### src/rtl/slave_tx_arbiter.sv
// Round-robin arbiter and frame sequencer sharing the slave message TX channel
// between NUM_REQ sources: header strobe, registered data beats, ack or timeout.
module slave_tx_arbiter #(
  parameter int unsigned NUM_REQ     = 4,
  parameter int unsigned TIMEOUT_CYC = 65535,
  parameter int unsigned MAX_BYTES   = 4096
) (
  input  logic                  clk_sys_i,
  input  logic                  rst_n_i,
  input  logic [NUM_REQ-1:0]    req_i,
  input  logic [16*NUM_REQ-1:0] req_byte_num_i,
  input  logic [NUM_REQ-1:0]    req_data_vld_i,
  input  logic [8*NUM_REQ-1:0]  req_data_i,
  output logic [NUM_REQ-1:0]    grant_o,
  output logic [NUM_REQ-1:0]    done_o,
  output logic [NUM_REQ-1:0]    err_o,
  output logic                  slave_tx_byte_num_en_o,
  output logic [15:0]           slave_tx_byte_num_o,
  output logic                  slave_tx_en_o,
  output logic [7:0]            slave_tx_data_o,
  input  logic                  slave_tx_ack_i,
  output logic                  busy_o
);

  localparam int unsigned IdxW = (NUM_REQ > 1) ? $clog2(NUM_REQ) : 1;

  typedef enum logic [2:0] {StIdle, StHdr, StData, StWaitAck, StRel} state_e;

  state_e              state_q, state_d;
  logic [NUM_REQ-1:0]  grant_q, grant_d;
  logic [IdxW-1:0]     idx_q, idx_d, rr_q, rr_d;
  logic [15:0]         len_q, len_d, cnt_q, cnt_d, byte_num_q, byte_num_d;
  logic [31:0]         timer_q, timer_d;
  logic                tx_en_q, tx_en_d;
  logic [7:0]          tx_data_q, tx_data_d;

  logic                found;
  logic [IdxW-1:0]     pick, cand;
  logic [15:0]         req_len;
  logic                beat_vld;
  logic [7:0]          beat_data;
  logic                len_bad, hdr_strobe, hdr_err, ack_hit, timeout_hit;

  // First requesting index at or above the round-robin pointer, with wrap.
  always_comb begin
    pick  = '0;
    cand  = '0;
    found = 1'b0;
    for (int unsigned i = 0; i < NUM_REQ; i++) begin
      cand = IdxW'((32'(rr_q) + i) % NUM_REQ);
      if (!found && req_i[cand]) begin
        pick  = cand;
        found = 1'b1;
      end
    end
  end

  assign req_len   = req_byte_num_i[16*pick +: 16];
  assign beat_vld  = req_data_vld_i[idx_q];
  assign beat_data = req_data_i[8*idx_q +: 8];
  assign len_bad   = (len_q == 16'd0) || (32'(len_q) > MAX_BYTES);

  always_comb begin
    state_d     = state_q;
    grant_d     = grant_q;
    idx_d       = idx_q;
    rr_d        = rr_q;
    len_d       = len_q;
    cnt_d       = cnt_q;
    byte_num_d  = byte_num_q;
    timer_d     = timer_q;
    tx_en_d     = 1'b0;
    tx_data_d   = tx_data_q;
    hdr_strobe  = 1'b0;
    hdr_err     = 1'b0;
    ack_hit     = 1'b0;
    timeout_hit = 1'b0;
    unique case (state_q)
      StIdle: begin
        if (found) begin
          grant_d = NUM_REQ'(1) << pick;
          idx_d   = pick;
          len_d   = req_len;
          state_d = StHdr;
        end
      end
      StHdr: begin
        if (len_bad) begin
          hdr_err = 1'b1;
          grant_d = '0;
          state_d = StRel;
        end else begin
          hdr_strobe = 1'b1;
          byte_num_d = len_q;
          cnt_d      = '0;
          state_d    = StData;
        end
      end
      StData: begin
        if (beat_vld) begin
          tx_en_d   = 1'b1;
          tx_data_d = beat_data;
          cnt_d     = cnt_q + 16'd1;
          if (cnt_q + 16'd1 == len_q) begin
            timer_d = '0;
            state_d = StWaitAck;
          end
        end
      end
      StWaitAck: begin
        if (slave_tx_ack_i) begin
          ack_hit = 1'b1;
          grant_d = '0;
          state_d = StRel;
        end else if (timer_q == TIMEOUT_CYC) begin
          timeout_hit = 1'b1;
          grant_d     = '0;
          state_d     = StRel;
        end else begin
          timer_d = timer_q + 32'd1;
        end
      end
      StRel: begin
        rr_d    = (32'(idx_q) == NUM_REQ - 1) ? '0 : idx_q + 1'b1;
        state_d = StIdle;
      end
      default: state_d = StIdle;
    endcase
  end

  always_ff @(posedge clk_sys_i or negedge rst_n_i) begin
    if (!rst_n_i) begin
      state_q    <= StIdle;
      grant_q    <= '0;
      idx_q      <= '0;
      rr_q       <= '0;
      len_q      <= '0;
      cnt_q      <= '0;
      byte_num_q <= '0;
      timer_q    <= '0;
      tx_en_q    <= 1'b0;
      tx_data_q  <= '0;
    end else begin
      state_q    <= state_d;
      grant_q    <= grant_d;
      idx_q      <= idx_d;
      rr_q       <= rr_d;
      len_q      <= len_d;
      cnt_q      <= cnt_d;
      byte_num_q <= byte_num_d;
      timer_q    <= timer_d;
      tx_en_q    <= tx_en_d;
      tx_data_q  <= tx_data_d;
    end
  end

  // Completion pulses are combinational so a requester can drop req_i during REL.
  assign grant_o                = grant_q;
  assign done_o                 = ack_hit ? grant_q : '0;
  assign err_o                  = (hdr_err || timeout_hit) ? grant_q : '0;
  assign slave_tx_byte_num_en_o = hdr_strobe;
  assign slave_tx_byte_num_o    = hdr_strobe ? len_q : byte_num_q;
  assign slave_tx_en_o          = tx_en_q;
  assign slave_tx_data_o        = tx_data_q;
  assign busy_o                 = (state_q != StIdle);

endmodule

### config.mk
export PLATFORM = sky130hd
export DESIGN_NAME = slave_tx_arbiter
export DESIGN_NICKNAME = d
export VERILOG_FILES = /design/src/rtl/slave_tx_arbiter.sv
export SDC_FILE = /design/constraint.sdc
export NUM_CORES = 1
export LEC_CHECK = 0
export ABC_AREA = 1
export CORE_ASPECT_RATIO = 0.9
export CORE_MARGIN = 2
export CORE_UTILIZATION = 47
export CTS_CLUSTER_DIAMETER = 150
export DETAILED_ROUTE_END_ITERATION = 8
export PLACE_DENSITY = 0.78
export RECOVER_POWER = 100
export SLEW_MARGIN = 10
export SYNTH_ARGS = -nofsm -noshare
export SYNTH_HDL_FRONTEND = slang
export SYNTH_SLANG_ARGS = --single-unit
### constraint.sdc
create_clock -name clk_sys_i -period 2.5 [get_ports clk_sys_i]
set_input_delay 0.75 -clock clk_sys_i [delete_from_list [all_inputs] [get_ports clk_sys_i]]
set_output_delay 0.75 -clock clk_sys_i [all_outputs]
set_load 0.02 [all_outputs]
==> results_dict.tcl <==
set metrics [dict create \
    clockRootBuffer "clkbuf_16" \
    setup_viol 58 \
    netlist_area_um2 6780 \
    h-tree-depth 3 \
    drv_cap 0 \
    crit_fanout 6 \
    gp_congestion 0.941 \
    coreArea_um2 14100 \
    async_reset_ff_share_pct 100 \
    violations "negative setup slack" \
    die_area_um2 15400 \
    grt_antenna_before_repair 0 \
    dieWidth_um 131 \
    internal-power_mw 6.28 \
    hpwlAfterDp_um 16300 \
    drt_iter0_drc 893 \
    rows 41 \
    syn_avg_cell_area_um2 6.47 \
    grt_max_degree 42 \
    drtPass1Iterations 5 \
    ant_nets 0 \
    yosys_warnings 0 \
    final_cell_mix "368 x nand2_1, 148 x buf_4, 117 x clkdlybuf4s50_1" \
    clk_pin_slew_worst_paths_ns 0.08 \
    cts_made_buffers 9 \
    cts_tree "built" \
    power-per-cell-area_nw_per_um2 1170 \
    min_period_ns 2.98 \
    path_cells "inv_1 -> nand4_1 -> nor2_2 -> nand2_1 -> a21oi_2 -> nand3_4 -> clkbuf_16 -> o21ai_4 -> buf_6" \
    insertion_delay_ns 0.36 \
    ys_seq_area_share_pct 36.9 \
    grt_pass1_wl_um 35500 \
    arrival_ns 2.23 \
    clock.fmax_mhz 336 \
    ys_ff_latch 100 \
    rsz0062_at_grt "yes" \
    combinationalPowerShare_pct 68.0 \
    slew_violations 0 \
    power_frac_seq_pct 20.4 \
    drive_above_1_share_pct 24.9 \
    num_vias 8462 \
    leakagePower_nw 5.06 \
    worstMarginPinSlew_ns 1.10 \
    hold_viol_final 0 \
    grt.total_usage_pct 28.9 \
    io_buffers 145 \
    overflow 0 \
    clk_path_buf_depth 2 \
    ys.flop_type "dfrtp_1" \
    multi_input_area_um2 4300 \
    critPathLaunchType "flip-flop" \
    layout.nets 1450 \
    peakVddDrop_v 0.00120 \
    outcome "finished with violations" \
    skew_ns 0.0113 \
    synth_edf_count 0 \
    final_common_cell "nand2_1" \
    syn_inst 1047 \
    antennaDiodeCount 0 \
    critPathBufInv 3 \
    critPathMaxStageDelay_ns 0.41 \
    pin_count 146 \
    fill_cells 1026 \
    ys_types 38 \
    vias_per_cell 5.51 \
    crit_family "simple AND/OR/NAND/NOR gates" \
    slew_headroom_pct 26.6 \
    power.switching_mw 6.19 \
    end_kind "output pin" \
    regArea_um2 2500 \
    drcViolationCount 0 \
    period_share_pct 119 \
    finalSetupTns_ns -10.42 \
    die_h_um 118 \
    cts.sinks 100 \
    syn-num-nets 1157 \
    wl_um 25800 \
    p_sw_share_pct 49.6 \
    utilization_pct 76.0 \
    cp_slowest_cell "dfrtp_1" \
    hold_path.class "flip-flop to flip-flop" \
    syn2layout_area_growth_pct 57.7 \
    wl_per_cell_um 16.8 \
    criticalPathCategory "flip-flop to output pin" \
    start_util_pct 48.2 \
    first_global_vias 7359 \
    setup_ws_ns -0.479 \
    clkPwrFrac_pct 11.6 \
    cp.required_ns 1.75 \
]
## final cells by class
type	instances	share of cell area, %
flip-flops and latches	100	23.4
well taps	193	2.26
repair buffers	320	27.8
clock buffers	10	2.24
inverters	94	3.54
multi-input cells	815	40.2
clock inverters	5	0.562
## worst register-to-register path: stages, from the launching register on
cell and delay [ns]:
dfrtp_1 0.42, ha_1 0.24, nand2_1 0.13, inv_1 0.06, nor2_1 0.16, inv_1 0.09
nand2_1 0.06, nand2_1 0.05, nor3_1 0.26, nand3_1 0.14, nor2_1 0.14, nand2_1 0.14
nand2_4 0.19, nand2_4 0.19, nand2_1 0.14, nand2_1 0.08
## registers in the layout, summed over array words and instances, names as in the netlist
name	flops
byte_num_q	16
cnt_q	16
grant_o	4
idx_q	2
len_q	16
rr_q	2
slave_tx_data_o	8
slave_tx_en_o	1
state_q	3
timer_q	32
## logic make-up (layout without fill, tap and decap cells)
logic type | after synthesis | after routing | share of synthesized area, %
adder cells (fa/ha/maj) | 3 | 3 | 0.554
XOR/XNOR | 26 | 26 | 3.56
buffers and inverters | 136 | 429 | 8.72
AND/OR/NAND/NOR | 701 | 705 | 43.3
flip-flops | 100 | 100 | 36.9
AO/OA/AOI/OAI | 81 | 81 | 6.98
## power by group through the flow
stage,logic (mW),clock network [mW],registers (mW)
floorplan,4.02,0,2.48
global placement,6.35,0,2.43
detailed placement,6.45,0,2.44
CTS,6.88,1.45,2.44
global route,9.05,1.51,2.59
finish,8.47,1.45,2.54
## path summary, 6_finish.rpt
| check | slack (ns) | end | startpoint | cells past startpoint |
|---|---|---|---|---|
| min in group asynchronous | 0.60 | len_q[4] | rst_n_i | 1 |
| min reg2reg | 0.48 | slave_tx_data_o[2] | slave_tx_data_o[2] | 2 |
| max in group asynchronous | 0.69 | cnt_q[13] | rst_n_i | 2 |
| min | 0.48 | slave_tx_data_o[2] | slave_tx_data_o[2] | 2 |
| max | -0.48 | slave_tx_byte_num_o[0] | len_q[2] | 9 |
| max reg2reg | -0.10 | timer_q[2] | cnt_q[1] | 15 |
## per-layer routing
layer	global-route usage, %	vias to the layer above	part of all wire (%)
li1	-	3947	-
met1	42.3	3905	41
met2	43.7	527	46
met3	6.05	83	9.2
met4	7.25	0	3.3
met5	0	-	0
## what timing repair did
action                     4_1_cts  5_1_grt
gates cloned                     2       11
gates resized for setup        202      125
setup buffers                   20       16
setup endpoints to repair       33       88
pin swaps                       15       21
hold buffers                     0        0
## stage by stage
| stage | std cells | instance area (um2) | hold slack, ns | setup slack (ns) | power, mW |
|---|---|---|---|---|---|
| final | 1537 | 10700 | 0.477 | -0.479 | 12.5 |
| after global routing | 1537 | 10700 | 0.507 | -0.581 | 13.1 |
| after CTS | 1510 | 10000 | 0.402 | -0.398 | 10.8 |
| after detailed placement | 1473 | 9390 | 0.462 | -0.570 | 8.90 |
| after global placement | 1473 | 9390 | 0.455 | -0.537 | 8.78 |
| after floorplan | 1047 | 6860 | 0.449 | -0.0461 | 6.50 |
## synth_stat cells, types with 4 or more instances
cell,count,area [um2]
nand2_1,407,1530
nor2_1,117,439
nand3_1,111,556
dfrtp_1,100,2500
inv_1,89,334
o21ai_0,39,195
nor3_1,23,115
nand4_1,22,138
xor2_1,20,175
clkbuf_1,16,60.1
buf_2,13,65.1
o22ai_1,10,62.6
a21oi_1,9,45.0
buf_4,9,67.6
o32ai_1,8,70.1
nor4_1,7,43.8
o21ai_1,7,35.0
xnor2_1,5,43.8
buf_6,4,45.0
nor2_2,4,25.0
Note: power is estimated with default switching activity, not from simulation.
